==> config.mk <==
export PLATFORM = sky130hd
export DESIGN_NAME = bullet_pool
export DESIGN_NICKNAME = d
export VERILOG_FILES = /design/src/rtl/bullet_pool_pkg.sv /design/src/rtl/bullet_slot.sv /design/src/rtl/bullet_pool.sv
export SDC_FILE = /design/constraint.sdc
export NUM_CORES = 1
export LEC_CHECK = 0
export ABC_AREA = 0
export CAP_MARGIN = 40
export CORE_MARGIN = 4
export CORE_UTILIZATION = 50
export CTS_CLUSTER_SIZE = 28
export DETAILED_ROUTE_END_ITERATION = 7
export GPL_ROUTABILITY_DRIVEN = 0
export GPL_TIMING_DRIVEN = 0
export PLACE_DENSITY = 0.78
export SKIP_CTS_REPAIR_TIMING = 1
export SYNTH_ARGS = -nofsm -noshare
export SYNTH_HDL_FRONTEND = slang
export SYNTH_SLANG_ARGS = --single-unit
export TNS_END_PERCENT = 5
==> constraint.sdc <==
create_clock -name clk -period 3.46 [get_ports clk]
set_input_delay 0.346 -clock clk [delete_from_list [all_inputs] [get_ports clk]]
set_output_delay 0.346 -clock clk [all_outputs]
set_load 0.005 [all_outputs]
==> src/rtl/bullet_pool_pkg.sv <==
// Shared geometry constants and bullet types for the projectile pool and its slots.
package bullet_pool_pkg;

  localparam int BULLET_X       = 4;
  localparam int BULLET_Y       = 2;
  localparam int BULLET_STEP_X  = 8;
  localparam int PLAYER_X       = 16;
  localparam int PLAYER_Y       = 32;
  localparam int SQUAT_PLAYER_Y = 16;
  localparam int MAP_X          = 320;

  typedef logic signed [10:0] coord_x_t;
  typedef logic signed [9:0]  coord_y_t;

  typedef struct packed {
    logic     active;
    coord_x_t x;
    coord_y_t y;
  } bullet_t;

  function automatic logic signed [11:0] abs12(input logic signed [11:0] v);
    return v[11] ? -v : v;
  endfunction

endpackage

==> src/rtl/bullet_slot.sv <==
// One bullet slot: holds position/live flag and applies move, hit test and map bounds per tick.
module bullet_slot
  import bullet_pool_pkg::*;
#(
  parameter int DIR    = -1,
  parameter int STEP_X = BULLET_STEP_X
) (
  input  logic               clk,
  input  logic               rst,
  input  logic               tick,
  input  logic               spawn,
  input  logic signed [10:0] spawn_x,
  input  logic signed [9:0]  spawn_y,
  input  logic signed [10:0] xTarget,
  input  logic signed [9:0]  yTarget,
  input  logic               isSquat,
  output logic               active,
  output logic signed [10:0] x,
  output logic signed [9:0]  y,
  output logic               hit
);

  localparam logic signed [11:0] MOVE        = 12'(DIR * STEP_X);
  localparam logic signed [11:0] HIT_X       = 12'(BULLET_X + PLAYER_X);
  localparam logic signed [11:0] HIT_Y_STAND = 12'(BULLET_Y + PLAYER_Y);
  localparam logic signed [11:0] HIT_Y_SQUAT = 12'(BULLET_Y + SQUAT_PLAYER_Y);
  localparam logic signed [11:0] X_MIN       = 12'(-MAP_X + BULLET_X);
  localparam logic signed [11:0] X_MAX       = 12'(MAP_X - BULLET_X);

  bullet_t slot_q, slot_d;

  logic signed [11:0] x_ext, y_ext, xt_ext, yt_ext, nx, dx, dy, half_h;
  logic               hit_raw, out_raw;

  always_comb begin
    // NOTE: every combinational output gets a default first so no path leaves it unassigned (no latch).
    slot_d  = slot_q;
    x_ext   = {slot_q.x[10], slot_q.x};
    y_ext   = {{2{slot_q.y[9]}}, slot_q.y};
    xt_ext  = {xTarget[10], xTarget};
    yt_ext  = {{2{yTarget[9]}}, yTarget};
    nx      = x_ext + MOVE;
    dx      = abs12(nx - xt_ext);
    dy      = abs12(y_ext - yt_ext);
    half_h  = isSquat ? HIT_Y_SQUAT : HIT_Y_STAND;
    hit_raw = (dx < HIT_X) && (dy < half_h);
    out_raw = (nx < X_MIN) || (nx > X_MAX);
    hit     = tick & slot_q.active & hit_raw;

    // A spawning slot is free, so it is never moved or tested on its spawn tick.
    if (tick) begin
      if (spawn) begin
        slot_d.active = 1'b1;
        slot_d.x      = spawn_x;
        slot_d.y      = spawn_y;
      end else if (slot_q.active) begin
        slot_d.x = nx[10:0];
        if (hit_raw || out_raw) slot_d.active = 1'b0;
      end
    end
  end

  always_ff @(posedge clk or posedge rst) begin
    // NOTE: registers use non-blocking assignments so all slots update from the same pre-edge state.
    if (rst) slot_q <= '0;
    else     slot_q <= slot_d;
  end

  assign active = slot_q.active;
  assign x      = slot_q.x;
  assign y      = slot_q.y;

endmodule

==> src/rtl/bullet_pool.sv <==
// Multi-slot projectile manager: lowest-free-slot spawning with cooldown, registered hit/fire pulses.
module bullet_pool
  import bullet_pool_pkg::*;
#(
  parameter int NUM_BULLETS = 4,
  parameter int DIR         = -1,
  parameter int STEP_X      = BULLET_STEP_X,
  parameter int COOLDOWN    = 12,
  parameter int SPAWN_DY    = 0
) (
  input  logic                     clk,
  input  logic                     rst,
  input  logic                     tick,
  input  logic                     fire,
  input  logic                     defend,
  input  logic signed [10:0]       xShooter,
  input  logic signed [9:0]        yShooter,
  input  logic signed [10:0]       xTarget,
  input  logic signed [9:0]        yTarget,
  input  logic                     isSquat,
  output logic                     fire_ack,
  output logic [NUM_BULLETS*11-1:0] x,
  output logic [NUM_BULLETS*10-1:0] y,
  output logic [NUM_BULLETS-1:0]   active,
  output logic                     isHit,
  output logic [NUM_BULLETS-1:0]   hit_mask
);

  localparam int CD_W = (COOLDOWN > 0) ? $clog2(COOLDOWN + 1) : 1;
  localparam logic signed [10:0] SPAWN_DX = 11'(DIR * (PLAYER_X + BULLET_X));
  localparam logic signed [9:0]  SPAWN_DY_C = 10'(SPAWN_DY);

  logic [NUM_BULLETS-1:0] hit_vec, spawn_vec, lowest_free;
  logic                   any_free, accept;
  logic signed [10:0]     spawn_x;
  logic signed [9:0]      spawn_y;

  logic [CD_W-1:0]        cd_q, cd_d;
  logic                   fire_ack_q, is_hit_q;
  logic [NUM_BULLETS-1:0] hit_mask_q;

  assign spawn_x = xShooter + SPAWN_DX;
  assign spawn_y = yShooter + SPAWN_DY_C;

  // Free slots come from registered state only; a slot retiring this tick is not reusable yet.
  always_comb begin
    lowest_free = '0;
    any_free    = 1'b0;
    for (int i = 0; i < NUM_BULLETS; i++) begin
      if (!active[i] && !any_free) begin
        lowest_free[i] = 1'b1;
        any_free       = 1'b1;
      end
    end
    accept    = tick & fire & ~defend & (cd_q == '0) & any_free;
    spawn_vec = accept ? lowest_free : '0;

    cd_d = cd_q;
    if (tick) begin
      if (accept)          cd_d = CD_W'(COOLDOWN);
      else if (cd_q != '0) cd_d = cd_q - CD_W'(1);
    end
  end

  for (genvar i = 0; i < NUM_BULLETS; i++) begin : g_slot
    bullet_slot #(
      .DIR   (DIR),
      .STEP_X(STEP_X)
    ) u_slot (
      .clk    (clk),
      .rst    (rst),
      .tick   (tick),
      .spawn  (spawn_vec[i]),
      .spawn_x(spawn_x),
      .spawn_y(spawn_y),
      .xTarget(xTarget),
      .yTarget(yTarget),
      .isSquat(isSquat),
      .active (active[i]),
      .x      (x[i*11 +: 11]),
      .y      (y[i*10 +: 10]),
      .hit    (hit_vec[i])
    );
  end

  always_ff @(posedge clk or posedge rst) begin
    if (rst) begin
      cd_q       <= '0;
      fire_ack_q <= 1'b0;
      is_hit_q   <= 1'b0;
      hit_mask_q <= '0;
    end else begin
      cd_q       <= cd_d;
      fire_ack_q <= accept;
      is_hit_q   <= |hit_vec;
      hit_mask_q <= hit_vec;
    end
  end

  assign fire_ack = fire_ack_q;
  assign isHit    = is_hit_q;
  assign hit_mask = hit_mask_q;

endmodule

==> results of run 1 <==
[cell families (layout without fill, tap and decap cells)]
group | count (synthesis) | in the layout
muxes | 35 | 35
buffers and inverters | 140 | 322
xor gates and xnor gates | 103 | 103
DFF | 98 | 98
adders and majority gates | 111 | 111
AOI/OAI and AO/OA | 363 | 363
and+or+nand+nor | 514 | 514
[layer usage]
metal	track usage [%]	up-vias	part of all wire (%)
li1	-	5331	-
met5	0	-	0
met2	43.84	493	45
met1	35.58	5296	42
met3	5.285	100	7.9
met4	11.98	0	4.9
[power groups by stage]
stage	clock, uW	combinational (uW)	sequential (uW)
floorplan	0	6210	1850
global placement	0	8000	1960
detailed placement	0	8190	1970
CTS	968	8270	1950
global route	1010	9980	2060
finish	970	9010	2020
[critical path: cells and delay by family]
| kind | cells | cell delay (ns) |
|---|---|---|
| AND/OR/NAND/NOR | 3 | 0.88 |
| adder cells (fa/ha/maj) | 3 | 0.90 |
| buffers and inverters | 2 | 0.43 |
| AO/OA/AOI/OAI | 7 | 1.49 |
| XOR/XNOR | 1 | 0.12 |
[Yosys cell counts, drive strengths merged (15+ instances only)]
library cell and instances:
nand2 155, nor2 127, inv 105, ha 103
dfrtp 98, a21oi 73, o21ai 73, xnor2 62
xor2 41, nor3 39, nand3 35, clkbuf 26
nand2b 24, mux2 23, o21a 21, a31oi 20
nor2b 20, o221ai 20, o211ai 16, or3 16
nor4 15, o22ai 15
[placed cells by master, fill, tap and decap left out, types with 9 or more instances in the layout]
cell / synthesis / final
dfrtp_1: 98 / 92
clkdlybuf4s50_1: 0 / 138
xor2_1: 41 / 34
o221ai_1: 20 / 20
o211ai_1: 15 / 15
inv_1: 105 / 96
nor4_1: 15 / 12
o22ai_1: 13 / 13
or3_1: 16 / 15
nor2_1: 126 / 122
nand3_1: 35 / 35
nand2b_1: 24 / 24
and2_1: 9 / 9
mux2_2: 23 / 23
a211oi_1: 10 / 9
a21o_1: 13 / 13
o2111ai_1: 14 / 13
nor3_1: 38 / 32
xnor2_1: 61 / 56
nand2_1: 155 / 153
o21ai_1: 14 / 13
a21oi_1: 73 / 68
o31ai_1: 11 / 10
clkbuf_16: 0 / 9
nand4_1: 13 / 13
clkbuf_1: 26 / 27
a31oi_1: 20 / 18
o21ai_0: 59 / 57
o21a_1: 21 / 21
buf_4: 4 / 29
nor2b_1: 19 / 18
mux2i_1: 12 / 12
ha_1: 103 / 94
[worst max-delay path by stage]
stage / from / to / slack [ns]
3_3_place_gp: yTarget[0] / isHit / -1.35
5_1_grt: yTarget[0] / isHit / -0.54
6_report: yTarget[0] / isHit / -0.42
4_1_cts: yTarget[0] / isHit / -1.02
2_1_floorplan: g_slot[2].u_slot.y[0] / isHit / -0.09
3_5_place_dp: yTarget[0] / isHit / -1.39
[cell type report]
type / instances / area, sq um
tap: 275 / 344.1
clock inverter: 4 / 28.78
fill: 1825 / 7611
clock buffer: 12 / 236.5
inverter: 105 / 400.4
sequential: 98 / 2460
timing repair buffer: 168 / 1638
buffer: 33 / 161.4
multi-input combinational: 1126 / 8274
[registers in the layout (all words and copies together) (netlist names)]
name	flops
cd_q	4
fire_ack	1
g_slot.u_slot.y	40
isHit	1
g_slot.u_slot.active	4
hit_mask	4
g_slot.u_slot.x	44
[metrics by stage]
| step | hold WS [ns] | setup WS, ns |
|---|---|---|
| after global placement | 0.4916 | -1.355 |
| after CTS | 0.4178 | -1.018 |
| after global routing | 0.4472 | -0.5430 |
| final | 0.3951 | -0.4226 |
| after detailed placement | 0.4929 | -1.385 |
| after floorplan | 0.4309 | -0.09018 |
==> out/qor.txt, run 1 <==
Finished Layout Cells -> 1821
Largest family of logic cells by synthesized area -> simple AND/OR/NAND/NOR gates
Synth Area in Simple Gates -> 23.58%
Synth Flop Type -> dfrtp_1
Initial drt markers -> 827
# rows -> 53
Worst path most repeated cell -> o21ai_1
Worst-path maximum fanout -> 5
Mapped Area -> 0.01082 sq mm
Internal power -> 6041 uW
Clock-pin slew on the worst setup and hold paths -> 0.07 ns
First-pass iteration count of the detailed router -> 6
Worst setup EP type -> register
Warnings from Yosys -> 0
Crit path kind -> primary input to register
Cell variety after synth -> 95
Post-Syn Instances -> 1364
Highest clock rate -> 257.6 MHz
Count of final setup violators -> 9
Critical Path RT -> 3.74 ns
DRC Markers -> 0
Seq/Total Area, Yosys -> 22.66%
Setup TNS -> -2.432 ns
Synth Net Count -> 1523
Synth Area in Adders -> 13.39%
Pwr/cell area -> 886.3 mW/mm^2
Area after DPL -> 0.01268 sq mm
DIE AREA -> 0.02406 sq mm
Clk_skew -> 0.01181 ns
Antenna violations before repair -> 0
Final cycle utilization of the critical path -> 112.2%
Tmin final -> 3.883 ns
Xor-xnor portion of the synthesized cell area -> 8.405%
Via Count -> 11220
Final core utilization -> 64.02%
Crit path launch type -> primary input
Ys async rst share -> 100.0%
Layout Nets -> 1700
H-tree levels -> 3
Pwr Total -> 12000 uW
Leakage -> 0.005903 uW
Leading post-synthesis cells by cell area -> dfrtp_1 (23%), ha_1 (12%), nand2_1 (5.4%)
CTS tree -> built
Net Sw Frac -> 49.68%
First-pass GRT wire length -> 53470 um
TritonCTS Buffers -> 9
Post-Place Cells -> 1782
CTS Sinks -> 98
Layout cells sized above 1 -> 11.84%
Worst R2R Setup Slack -> -0.40 ns
Worst path slowest cell -> fa_2
Min setup slack post-route -> -0.4226 ns
Core area -> 0.02115 sq mm
Root Buffer -> clkbuf_16
Avg Cell Area, Syn -> 7.935 sq um
Worst R2R Start -> g_slot[2].u_slot.y[0]
Worst r2r dst -> isHit
Hpwl dp -> 26060 um
Critical-path cell list -> dlymetal6s2s_1 > ha_4 > inv_2 > fa_2 > a211oi_2 > o21ai_1 > a31o_1 > a31oi_4 > nor2b_4 > xnor2_2 > ha_1 > a221oi_2 > o21ai_1 > or4_1 > and4bb_1 > a2111o_1
Vias in the first global route -> 10410
Clock share of power -> 8.1%
EDFF count, synth -> 0
Remaining Overflow, GRT -> 0
Finished Cell Area -> 0.01354 sq mm
Slew HR -> 36.26%
Area delta synth->final -> 25.13%
Max cap viols -> 0
ANT cells -> 0
Critical Path AT -> 4.17 ns
Failing checks -> setup timing
Die width -> 155.1 um
R2R depth -> 16
Vias/cell -> 6.161
PortBufs -> 141
Pin count of the biggest net entering global routing -> 57
Hold violation count in the final report -> 0
Clk Latency, worst-skew pair -> 0.36 ns
WL final -> 34420 um
Switch Pwr -> 5963 uW
Register share of total power -> 16.8%
Share of the synthesized area in the top cell type -> 22.66%
RSZ-0062 raised after global routing -> true
#FFs+latches synth -> 98
Max stage delay on crit path -> 0.40 ns
Post-synthesis mux area share -> 3.503%
Clock Path Buffers -> 2
Dominant cell type by area after synthesis -> dfrtp_1
Max Transition Viols Final -> 0
Hold crit path type -> primary input to asynchronous set/reset pin
Routed Antenna Nets -> 0
Total track usage -> 27.22%
Die Ht -> 155.1 um
Gate power share -> 75.1%
Ports -> 142
Synth Area in Compound Gates -> 23.26%
Initial Utilization -> 51.16%
Worst-margin pin slew -> 0.9488 ns
Wirelength per Cell -> 18.90 um
Outcome -> finished with violations
Worst vdd ir -> 0.0005145 V
(Power assumes the default switching activity.)
==> inputs of run 2 (changes only) <==
CAP_MARGIN = unset   (was 40)
==> run 2 against run 1 <==
  * The run still ends with setup timing left
  * Die area unchanged
  * Cell count stayed put
  * Combinational power is essentially flat
  * Utilization unchanged
  * Sequential share of layout area unchanged
  * Wire length did not move
  * Design area did not move
  * Maximum frequency did not move
  * Clock skew is the same
  * Register-to-register slack is essentially flat
  * Critical path type unchanged
==> out/qor.txt, run 2 (synthesized netlist as in run 1, its figures left out) <==
Pwr Total -> 12000 uW (unchanged)
Root Buffer -> clkbuf_16
Clk_skew -> 0.01181 ns (unchanged)
Final cycle utilization of the critical path -> 112.2% (unchanged)
Worst R2R Start -> g_slot[2].u_slot.y[0]
# rows -> 53 (unchanged)
Gate power share -> 75.1% (about the same)
Register share of total power -> 16.8% (about the same)
Clock share of power -> 8.1% (about the same)
Hpwl dp -> 26060 um (unchanged)
Highest clock rate -> 257.6 MHz (unchanged)
Slew HR -> 36.26% (unchanged)
DRC Markers -> 0 (unchanged)
Internal power -> 6041 uW (unchanged)
Clock-pin slew on the worst setup and hold paths -> 0.07 ns (about the same)
Crit path kind -> primary input to register
Worst setup EP type -> register
Initial Utilization -> 51.16% (unchanged)
Reg area -> 0.002460 sq mm (unchanged)
H-tree levels -> 3 (unchanged)
Layout Nets -> 1700 (unchanged)
Count of final setup violators -> 9 (unchanged)
Crit path launch type -> primary input
Pre-CTS worst setup slack -> -1.385 ns (unchanged)
TritonCTS Buffers -> 9 (unchanged)
WL final -> 34420 um (unchanged)
Outcome -> finished with violations
First-pass GRT wire length -> 53470 um (unchanged)
Routed Antenna Nets -> 0 (unchanged)
Multi-input gate area -> 0.008274 sq mm (unchanged)
Max FFs per register -> 44 (unchanged)
Pwr/cell area -> 886.3 mW/mm^2 (unchanged)
Clk Latency, worst-skew pair -> 0.36 ns (about the same)
Min setup slack post-route -> -0.4226 ns (unchanged)
Critical Path AT -> 4.17 ns (about the same)
Most frequent cells in the layout -> nand2_1 (153), clkdlybuf4s50_1 (138), nor2_1 (122)
CTS tree -> built
PortBufs -> 141 (unchanged)
Top Layer Used -> met4
CTS Sinks -> 98 (unchanged)
ANT cells -> 0 (unchanged)
Core area -> 0.02115 sq mm (unchanged)
Leakage -> 0.005903 uW (unchanged)
RSZ-0062 raised after global routing -> true
Area delta synth->final -> 25.13% (unchanged)
M1 WL -> 14490 um (unchanged)
Failing checks -> setup timing
Crit path launch -> yTarget[0]
Max cap viols -> 0 (unchanged)
Layout cells sized above 1 -> 11.84% (unchanged)
Hold crit path type -> primary input to asynchronous set/reset pin
Worst-path maximum fanout -> 5 (unchanged)
Net Sw Frac -> 49.68% (unchanged)
Total track usage -> 27.22% (unchanged)
Via Count -> 11220 (unchanged)
Clock Path Buffers -> 2 (unchanged)
Wirelength per Cell -> 18.90 um (unchanged)
Ports -> 142 (unchanged)
Worst vdd ir -> 0.0005145 V (unchanged)
Commonest non-fill, non-tap cell in the layout -> nand2_1
# fillers -> 1825 (unchanged)
Die Ht -> 155.1 um (unchanged)
Final core utilization -> 64.02% (unchanged)
Switch Pwr -> 5963 uW (unchanged)
Min Hold Slack -> 0.3951 ns (unchanged)
Die width -> 155.1 um (unchanged)
First-pass iteration count of the detailed router -> 6 (unchanged)
Pin count of the biggest net entering global routing -> 57 (unchanged)
Antenna violations before repair -> 0 (unchanged)
Met2 routed wirelength -> 15540 um (unchanged)
Initial drt markers -> 827 (unchanged)
DIE AREA -> 0.02406 sq mm (unchanged)
Vias/cell -> 6.161 (unchanged)
Met3 wire len -> 2707 um (unchanged)
Worst-margin pin slew -> 0.9488 ns (unchanged)
Setup TNS -> -2.432 ns (unchanged)
Critical Path RT -> 3.74 ns (about the same)
Tmin final -> 3.883 ns (unchanged)
Max Transition Viols Final -> 0 (unchanged)
Remaining Overflow, GRT -> 0 (unchanged)
Vias in the first global route -> 10410 (unchanged)
Hold violation count in the final report -> 0 (unchanged)
-- run 2: cell counts in the layout (fill, tap and decap cells not counted) --
No cell type changed its count.
-- run 2: worst max-delay path: stages --
cell and delay [ns]:
dlymetal6s2s_1 0.39, ha_4 0.22, inv_2 0.04, fa_2 0.40, a211oi_2 0.26, o21ai_1 0.11
a31o_1 0.24, a31oi_4 0.24, nor2b_4 0.19, xnor2_2 0.12, ha_1 0.28, a221oi_2 0.32
o21ai_1 0.13, or4_1 0.39, and4bb_1 0.30, a2111o_1 0.19
-- run 2: stage by stage --
stage,instance area (sq um),cells
finish,13540,1821
global route,13540,1821
CTS,12950,1798
detailed placement,12680,1782
global placement,12640,1780
floorplan,10890,1364
-- run 2: final timing paths --
check	end	slack, ns	cells after the start
max in group asynchronous	g_slot[2].u_slot.x[3]	2.35	3
setup / recovery	isHit	-0.42	16
min in group clk	cd_q[0]	0.51	2
hold / removal	fire_ack	0.40	2
hold reg to reg	cd_q[0]	0.51	2
setup reg to reg	isHit	-0.40	16
-- run 2: routing by layer --
metal | vias to the layer above | GRT usage, %
met5 | - | 0
met4 | 0 | 11.98
met3 | 100 | 5.285
met2 | 493 | 43.84
met1 | 5296 | 35.58
li1 | 5331 | -
-- run 2: final cells by class --
cell class / instances / area share, %
clock inverter: 4 / 0.2125
clock buffer: 12 / 1.746
tap: 275 / 2.541
buffer: 33 / 1.192
sequential: 98 / 18.16
multi-input combinational: 1126 / 61.10
timing repair buffer: 168 / 12.09
inverter: 105 / 2.956
-- run 2: power by group through the flow --
stage / logic [uW] / registers, uW / clock network [uW]
4_1_cts: 8270 / 1950 / 968
5_1_grt: 9980 / 2060 / 1010
3_5_place_dp: 8190 / 1970 / 0
6_report: 9010 / 2020 / 970
2_1_floorplan: 6210 / 1850 / 0
3_3_place_gp: 8000 / 1960 / 0
